<file path="src/rtl/vga_sync_decoder.sv">
// VGA timing receiver: rebuilds hcount/vcount from sync/blank inputs, measures
// line/frame geometry and locks after LOCK_FRAMES consecutive consistent frames.
module vga_sync_decoder #(
    parameter int H_ACTIVE    = 1024,
    parameter int V_ACTIVE    = 768,
    parameter int LOCK_FRAMES = 2
) (
    input  logic        pclk,
    input  logic        rst_n,
    input  logic        hs_in,
    input  logic        vs_in,
    input  logic        hblnk_in,
    input  logic        vblnk_in,
    output logic [10:0] hcount_out,
    output logic [10:0] vcount_out,
    output logic        hs_out,
    output logic        vs_out,
    output logic        hblnk_out,
    output logic        vblnk_out,
    output logic [10:0] h_total,
    output logic [10:0] v_total,
    output logic        frame_start,
    output logic        locked,
    output logic        sync_err
);
    localparam logic [10:0] CNT_MAX = '1;
    localparam logic [10:0] H_ACT   = 11'(H_ACTIVE);
    localparam logic [10:0] V_ACT   = 11'(V_ACTIVE);
    localparam logic [2:0]  LOCK_N  = 3'(LOCK_FRAMES);

    typedef enum logic [1:0] {SEARCH, MEASURE, LOCKED} state_t;
    state_t state_q, state_d;

    logic        hblnk_q, vblnk_line_q;
    logic        hs_q, vs_q, hblnk_o_q, vblnk_o_q;
    logic [10:0] h_cnt_q, v_cnt_q, act_cnt_q, vact_cnt_q;
    logic [10:0] h_total_q, v_total_q, h_first_q;
    logic        frame_ok_q, first_pend_q, frame_start_q;
    logic [10:0] ref_h_q, ref_h_d, ref_v_q, ref_v_d;
    logic [2:0]  match_q, match_d;
    logic        sync_err_q, sync_err_d;
    logic        ls, fs, sat, line_ok, frame_good;
    logic [10:0] h_len, v_len;

    function automatic logic [10:0] sat_inc(input logic [10:0] v);
        return (v == CNT_MAX) ? v : v + 11'd1;
    endfunction

    assign ls    = hblnk_q & ~hblnk_in;
    assign fs    = ls & ~vblnk_in & vblnk_line_q;
    assign h_len = sat_inc(h_cnt_q);
    assign v_len = sat_inc(v_cnt_q);
    // Flags the edge where h_cnt is about to pin at its maximum (hblnk stuck).
    assign sat   = ~ls & (h_cnt_q == CNT_MAX - 11'd1);

    assign line_ok    = (act_cnt_q == H_ACT) & (first_pend_q | (h_len == h_first_q));
    assign frame_good = frame_ok_q & line_ok & (vact_cnt_q == V_ACT);

    always_ff @(posedge pclk or negedge rst_n) begin
        if (!rst_n) begin
            hblnk_q       <= 1'b0;
            vblnk_line_q  <= 1'b0;
            hs_q          <= 1'b0;
            vs_q          <= 1'b0;
            hblnk_o_q     <= 1'b0;
            vblnk_o_q     <= 1'b0;
            h_cnt_q       <= '0;
            v_cnt_q       <= '0;
            act_cnt_q     <= '0;
            vact_cnt_q    <= '0;
            h_total_q     <= '0;
            v_total_q     <= '0;
            h_first_q     <= '0;
            frame_ok_q    <= 1'b0;
            first_pend_q  <= 1'b0;
            frame_start_q <= 1'b0;
        end else begin
            hblnk_q       <= hblnk_in;
            hs_q          <= hs_in;
            vs_q          <= vs_in;
            hblnk_o_q     <= hblnk_in;
            vblnk_o_q     <= vblnk_in;
            frame_start_q <= fs;
            if (ls) begin
                h_cnt_q      <= '0;
                h_total_q    <= h_len;
                act_cnt_q    <= 11'd1;
                vblnk_line_q <= vblnk_in;
                if (fs) begin
                    v_cnt_q      <= '0;
                    v_total_q    <= v_len;
                    vact_cnt_q   <= 11'd1;
                    frame_ok_q   <= 1'b1;
                    first_pend_q <= 1'b1;
                end else begin
                    v_cnt_q <= v_len;
                    if (!vblnk_in) vact_cnt_q <= sat_inc(vact_cnt_q);
                    if (first_pend_q) begin
                        h_first_q    <= h_len;
                        first_pend_q <= 1'b0;
                    end
                    if (!line_ok) frame_ok_q <= 1'b0;
                end
            end else begin
                h_cnt_q <= h_len;
                if (!hblnk_in) act_cnt_q <= sat_inc(act_cnt_q);
            end
        end
    end

    always_ff @(posedge pclk or negedge rst_n) begin
        if (!rst_n) begin
            state_q    <= SEARCH;
            match_q    <= '0;
            ref_h_q    <= '0;
            ref_v_q    <= '0;
            sync_err_q <= 1'b0;
        end else begin
            state_q    <= state_d;
            match_q    <= match_d;
            ref_h_q    <= ref_h_d;
            ref_v_q    <= ref_v_d;
            sync_err_q <= sync_err_d;
        end
    end

    // The reference is kept across a loss of lock so a glitch relocks quickly.
    always_comb begin
        state_d    = state_q;
        match_d    = match_q;
        ref_h_d    = ref_h_q;
        ref_v_d    = ref_v_q;
        sync_err_d = 1'b0;
        case (state_q)
            SEARCH: begin
                if (fs) begin
                    state_d = MEASURE;
                    match_d = '0;
                end
            end
            MEASURE: begin
                if (fs) begin
                    if (frame_good && h_len == ref_h_q && v_len == ref_v_q) begin
                        match_d = match_q + 3'd1;
                        if (match_q + 3'd1 >= LOCK_N) state_d = LOCKED;
                    end else begin
                        ref_h_d = h_len;
                        ref_v_d = v_len;
                        match_d = '0;
                    end
                end
            end
            LOCKED: begin
                if ((ls && h_len != ref_h_q) || (fs && v_len != ref_v_q) || sat) begin
                    state_d    = SEARCH;
                    match_d    = '0;
                    sync_err_d = 1'b1;
                end
            end
            default: state_d = SEARCH;
        endcase
    end

    assign hcount_out  = h_cnt_q;
    assign vcount_out  = v_cnt_q;
    assign hs_out      = hs_q;
    assign vs_out      = vs_q;
    assign hblnk_out   = hblnk_o_q;
    assign vblnk_out   = vblnk_o_q;
    assign h_total     = h_total_q;
    assign v_total     = v_total_q;
    assign frame_start = frame_start_q;
    assign locked      = (state_q == LOCKED);
    assign sync_err    = sync_err_q;
endmodule

</file>
<file path="config.mk">
export PLATFORM = sky130hd
export DESIGN_NAME = vga_sync_decoder
export DESIGN_NICKNAME = d
export VERILOG_FILES = /design/src/rtl/vga_sync_decoder.sv
export SDC_FILE = /design/constraint.sdc
export NUM_CORES = 1
export LEC_CHECK = 0
export ABC_AREA = 1
export BUFFER_PORTS_ARGS = -buffer_cell sky130_fd_sc_hd__buf_4
export CAP_MARGIN = 20
export CORE_MARGIN = 3
export CORE_UTILIZATION = 30
export DETAILED_ROUTE_END_ITERATION = 10
export GPL_TIMING_DRIVEN = 0
export REMOVE_ABC_BUFFERS = 1
export SYNTH_ARGS = -nofsm -noshare
export SYNTH_HDL_FRONTEND = slang
export SYNTH_SLANG_ARGS = --single-unit
</file>
<file path="constraint.sdc">
create_clock -name pclk -period 2.5 [get_ports pclk]
set_input_delay 0.5 -clock pclk [delete_from_list [all_inputs] [get_ports pclk]]
set_output_delay 0.5 -clock pclk [all_outputs]
set_load 0.02 [all_outputs]
</file>
==> flow_summary.ini, run 1 <==
[run_status]
status = finished with violations
violations = negative setup slack

[floorplanning]
start_util = 0.309
fp.coreArea_um2 = 19700
dieArea_um2 = 22000
rows = 51
ios = 57
die_h_um = 148
die_w_um = 148

[setup_path]
worstPathArrival_ns = 2.93
r2r_end = ref_h_q[6]
ff2ff_path_depth = 17
required_ns = 2.85
cp-start-kind = register
path_class = reg2reg
crit_path_end_kind = register
crit_fanout = 7
rrSetupSlack_ns = -0.08
critPathMaxStageDelay_ns = 0.43
r2r_start = hcount_out[7]
crit_top_cell = nand2_1
slowest_stage = dfrtp_2
worstPathCellList = nand2_1 -> nor2_4 -> nand2_1 -> nand2_2 -> nand2_4 -> buf_4 -> nand3_2 -> nand2_1 -> nor2_1 -> nand2_1 -> nor2_2 -> nand2_2 -> nor2_4 -> nand2_8 -> nand2_8 -> nor2_1 -> a21oi_1

[detailed_routing]
finalWirelength_um = 18100
drtAntennaViolNets = 0
wl_per_cell_um = 15.0
drtIter0Drc = 327
viasPerCell = 4.82
first_pass_iters = 7
via_count = 5832
drc = 0

[cts]
cts_buffers = 17
cts_root_buffer = clkbuf_16
clk_latency_ns = 0.42
htree_levels = 4
clk_pin_slew_ns = 0.06
clockBufferDepth = 2
clkSinkCount = 113
cts_tree = built

[layout]
final_cells = 1210
multi_input_area_um2 = 3220
layout_common_cells = nand2_1, inv_1, dfrtp_1
drive_above_1_share = 0.286
area_growth_pct = 39.3
design_area_um2 = 8450
regArea_um2 = 2840
layout_commonest_cell = nand2_1
fillers = 2013
diodes = 0
nNetsFinal = 951

[min_path]
hp-start = hs_in
hold_path_class = in2reg
hold_path_end = hs_out
whs_path_depth = 1

[grt]
grt_first_pass_wirelength_um = 28600
gr-max-usage-layer = met2
antenna_found_initial = 0
grtUsageMet2 = 0.268
grt_max_degree = 90
globalRouteTotalUtil = 0.163
use_met3 = 0.0414
overflow = 0
met1_usage = 0.213
grt_pass1_vias = 5667

[logic_synthesis]
syn_inst = 809
synth_area_per_cell_um2 = 7.50
synth-edff-count = 0
yosysWarnings = 0
synth-main-ff-cell = dfrtp_1
synth_area_um2 = 6060
ys_types = 37
synthArstFlopShare = 1.00
yosysSeqAreaShare = 0.466
ys_ff_latch = 113

[pwr]
powerDensity_nw_per_um2 = 949
ir_drop_mv = 0.537
cell_internal_pwr_mw = 5.19
swShare = 0.353
switching_power_mw = 2.83
pwr-share-comb = 0.331
p_clk_frac = 0.343
total_power_mw = 8.02
p_seq_frac = 0.326
leakagePower_nw = 4.08

[timing]
hold_viol = 0
skew_ns = 0.0113
tightest_slew_ns = 0.709
max_slew_margin = 0.524
fin_ws_ns = -0.0805
final-setup-viol-count = 26
fin_crit_ns = 2.58
maxSlewViolCount = 0
period_share = 1.03
max_freq_ghz = 0.388
grt_setup_unrepaired = yes

[flow_run]
maxCapViolCount = 0

[placed_design]
post-place-cells = 1113
portBuffers = 56
dp_slack_ns = -2.54
place_area_um2 = 6760
dp_hpwl_um = 10300
place_congestion = 0.799
## final cells by class
type	count	share of cell area
multi-input cells	572	0.381
well taps	265	0.0392
flip-flops and latches	113	0.336
repair buffers	112	0.112
inverters	115	0.0530
repair inverters	1	0.000592
clock inverters	10	0.0212
clock buffers	22	0.0573
## synth_stat cells, types with 2 or more instances
cell,number,area (µm²)
nand4_1,17,106
dfrtp_1,113,2830
clkbuf_1,12,45.0
a21oi_1,19,95.1
inv_2,4,15.0
o21ai_1,15,75.1
nor4_1,2,12.5
or2_2,3,18.8
a21oi_2,3,26.3
nand2_2,5,31.3
nand2_4,2,22.5
nor3_1,14,70.1
a31oi_1,9,56.3
xnor2_1,3,26.3
nor2_1,86,323
nor2_4,3,33.8
buf_6,6,67.6
nand3_1,59,295
o22ai_1,9,56.3
inv_1,110,413
ha_1,13,163
nand2_1,234,878
o21ai_0,48,240
xor2_1,2,17.5
o21bai_1,2,15.0
nand3b_1,4,30.0
nor2_2,2,12.5
## stage by stage
step           setup TNS, ns  hold WS (ns)  utilization
2_1_floorplan        -113.53         0.204            -
3_3_place_gp         -379.22         0.470        0.340
3_5_place_dp         -124.93         0.384        0.344
4_1_cts              -0.0316         0.168        0.412
5_1_grt                -5.74         0.161        0.430
6_report               -1.34         0.181        0.430
## sequential cells by signal (all words and copies together) (netlist names), 2 cells and up
register	count
v_total	11
state_q	2
act_cnt_q	11
hcount_out	11
vcount_out	11
h_first_q	11
match_q	3
ref_h_q	11
h_total	11
vact_cnt_q	11
ref_v_q	11
## how the worst max path moves through the flow
stage | start | endpoint | slack, ns
5_1_grt | hcount_out[0] | ref_h_q[6] | -0.25
4_1_cts | hcount_out[1] | ref_h_q[5] | -0.02
3_3_place_gp | hblnk_in | ref_h_q[10] | -5.30
6_report | hcount_out[7] | ref_h_q[6] | -0.08
3_5_place_dp | hblnk_in | ref_h_q[10] | -2.54
2_1_floorplan | hblnk_out | ref_h_q[10] | -2.03
## worst max-delay path: cells and delay by family, from the launching register on
kind / cells / cell delay (ns)
AND/OR/NAND/NOR: 15 / 1.80
flip-flops: 1 / 0.43
buffers and inverters: 1 / 0.15
AO/OA/AOI/OAI: 1 / 0.12
## cell families (layout without fill, tap and decap cells)
| group | Yosys count | after routing | synth area share |
|---|---|---|---|
| buffers and inverters | 135 | 260 | 0.0918 |
| adders and majority gates | 13 | 13 | 0.0268 |
| DFF | 113 | 113 | 0.466 |
| xor gates and xnor gates | 5 | 5 | 0.00722 |
| AOI/OAI and AO/OA | 109 | 109 | 0.0999 |
| and+or+nand+nor | 434 | 445 | 0.308 |
## power by group through the flow
| stage | clock [mW] | combinational, mW | sequential, mW |
|---|---|---|---|
| floorplan | 0 | 1.37 | 2.75 |
| global placement | 0 | 2.20 | 2.61 |
| detailed placement | 0 | 2.25 | 2.62 |
| CTS | 2.79 | 2.52 | 2.60 |
| global route | 2.88 | 3.01 | 2.67 |
| finish | 2.75 | 2.66 | 2.61 |
## repair_timing
item / 4_1_cts / 5_1_grt
hold buffers: 1 / 0
gates cloned: 8 / 4
buffers inserted: 36 / 16
gates resized for setup: 74 / 55
endpoints found under the setup margin: 75 / 45
pin swaps: 37 / 32
endpoints found under the hold margin: 24 / 0
## routing by layer
layer / share of wire / vias up / wire (µm)
li1: - / 2854 / -
met1: 0.45 / 2802 / 8230
met2: 0.48 / 146 / 8750
met3: 0.045 / 30 / 814
met4: 0.019 / 0 / 337
met5: 0 / - / 0
No activity file was read; power rests on OpenSTA's default activity.
==> run 2, diff against run 1 <==
--- a/config.mk
+++ b/config.mk
@@ -10,7 +10,8 @@
 export CAP_MARGIN = 20
 export CORE_MARGIN = 3
-export CORE_UTILIZATION = 30
+export CORE_UTILIZATION = 55
 export DETAILED_ROUTE_END_ITERATION = 10
 export GPL_TIMING_DRIVEN = 0
+export PLACE_DENSITY = 0.75
 export REMOVE_ABC_BUFFERS = 1
 export SYNTH_ARGS = -nofsm -noshare
==> constraint.sdc (replaced) <==
create_clock -name pclk -period 2.5 [get_ports pclk]
set_input_delay 0.25 -clock pclk [delete_from_list [all_inputs] [get_ports pclk]]
set_output_delay 0.25 -clock pclk [all_outputs]
set_load 0.02 [all_outputs]
==> flow_summary.ini, run 2 (synthesized netlist as in run 1, its figures left out) <==
[pwr]
switching_power_mw = 2.92
powerDensity_nw_per_um2 = 952
leakagePower_nw = 4.14
p_seq_frac = 0.328
p_clk_frac = 0.332
total_power_mw = 8.06
cell_internal_pwr_mw = 5.14
swShare = 0.363
pwr-share-comb = 0.340
ir_drop_mv = 0.895

[detailed_routing]
drtIter0Drc = 660
finalWirelength_um = 18800
via_count = 6262
wl_per_cell_um = 17.2
first_pass_iters = 6
viasPerCell = 5.73
drtAntennaViolNets = 0
drc = 0

[placed_design]
dp_slack_ns = -2.13
place_congestion = 0.849
portBuffers = 56
place_area_um2 = 6600
dp_hpwl_um = 9850

[cts]
cts_tree = built
clk_latency_ns = 0.53
htree_levels = 4
cts_root_buffer = clkbuf_8
clockBufferDepth = 2
clk_pin_slew_ns = 0.06
clkSinkCount = 113
cts_buffers = 17

[timing]
fin_crit_ns = 2.75
maxSlewViolCount = 0
hold_viol = 0
skew_ns = 0.00795
max_slew_margin = 0.577
fin_ws_ns = -0.254
grt_setup_unrepaired = yes
period_share = 1.10
final-setup-viol-count = 27
hold-worst-slack_ns = 0.268
max_freq_ghz = 0.363
tightest_slew_ns = 0.631

[layout]
diodes = 0
nNetsFinal = 963
area_growth_pct = 39.7
layout_common_cells = nand2_1, inv_1, dfrtp_1
final_core_util = 0.806
drive_above_1_share = 0.297
layout_commonest_cell = nand2_1
design_area_um2 = 8470

[setup_path]
crit_fanout = 7
cp-start-kind = register
required_ns = 2.95
path_class = reg2reg
crit_path_end_kind = register
worstPathArrival_ns = 3.21

[grt]
grt_pass1_vias = 5931
overflow = 0
antenna_found_initial = 0
grt_first_pass_wirelength_um = 28300
globalRouteTotalUtil = 0.284
grt_max_degree = 69

[floorplanning]
start_util = 0.577
fp.coreArea_um2 = 10500
die_h_um = 111
rows = 37
die_w_um = 111
ios = 57
dieArea_um2 = 12300

[run_status]
status = finished with violations
violations = negative setup slack

[min_path]
hold_path_class = in2async

[flow_run]
maxCapViolCount = 0
run 2: power by group through the flow:
stage	Clock (mW)	Combinational, mW	Sequential [mW]
after floorplan	0	1.37	2.75
after global placement	0	2.15	2.59
after detailed placement	0	2.23	2.62
after CTS	2.68	2.46	2.58
after global routing	2.77	3.04	2.70
final	2.68	2.74	2.64
run 2: final cells by class:
class / count / area [µm²]
clock buffer: 22 / 473
tap: 136 / 170
multi-input combinational: 571 / 3280
timing repair buffer: 125 / 1080
clock inverter: 10 / 179
fill: 616 / 2030
sequential: 113 / 2840
timing repair inverter: 1 / 5.00
inverter: 115 / 450
run 2: repair_timing:
item,in CTS,in global routing
cloned,10,2
resized for setup,42,106
endpoints found under the hold margin,49,0
pin swaps,17,34
hold buffers,5,0
setup buffers,38,22
endpoints found under the setup margin,75,44
run 2: metrics by stage:
stage / std cells / setup TNS (ns)
2_1_floorplan: 789 / -113.53
3_3_place_gp: 981 / -320.49
3_5_place_dp: 984 / -96.18
4_1_cts: 1069 / -0.520
5_1_grt: 1093 / -7.90
6_report: 1093 / -4.19
run 2: worst max-delay path, cell delays in order, from the launching register on:
cell     delay (ns)
dfrtp_1        0.48
nand2_1        0.20
nor2_4         0.20
nand3_4        0.18
buf_12         0.20
nand2_8        0.09
nand2_1        0.05
nand2_1        0.07
nand3_2        0.08
nor2_2         0.12
nand3_2        0.11
a21oi_4        0.22
buf_12         0.16
nand2_8        0.14
nand2_8        0.16
nor2_2         0.06
a21oi_1        0.14
run 2: worst paths after layout:
path	start	to	slack (ns)	cells past startpoint
min reg2reg	v_total[1]	v_total[1]	0.49	2
min	rst_n	ref_v_q[6]	0.27	2
min in group pclk	hs_in	hs_out	0.38	2
max in group asynchronous	rst_n	hcount_out[1]	1.47	3
max reg2reg	hcount_out[6]	ref_h_q[5]	-0.25	16
max	hcount_out[6]	ref_h_q[5]	-0.25	16
run 2: routing by layer:
layer / track usage / vias to the layer above / part of all wire
met5: 0 / - / 0
met2: 0.477 / 315 / 0.51
met1: 0.340 / 3001 / 0.37
met3: 0.0857 / 62 / 0.077
met4: 0.113 / 0 / 0.037
li1: - / 2884 / -
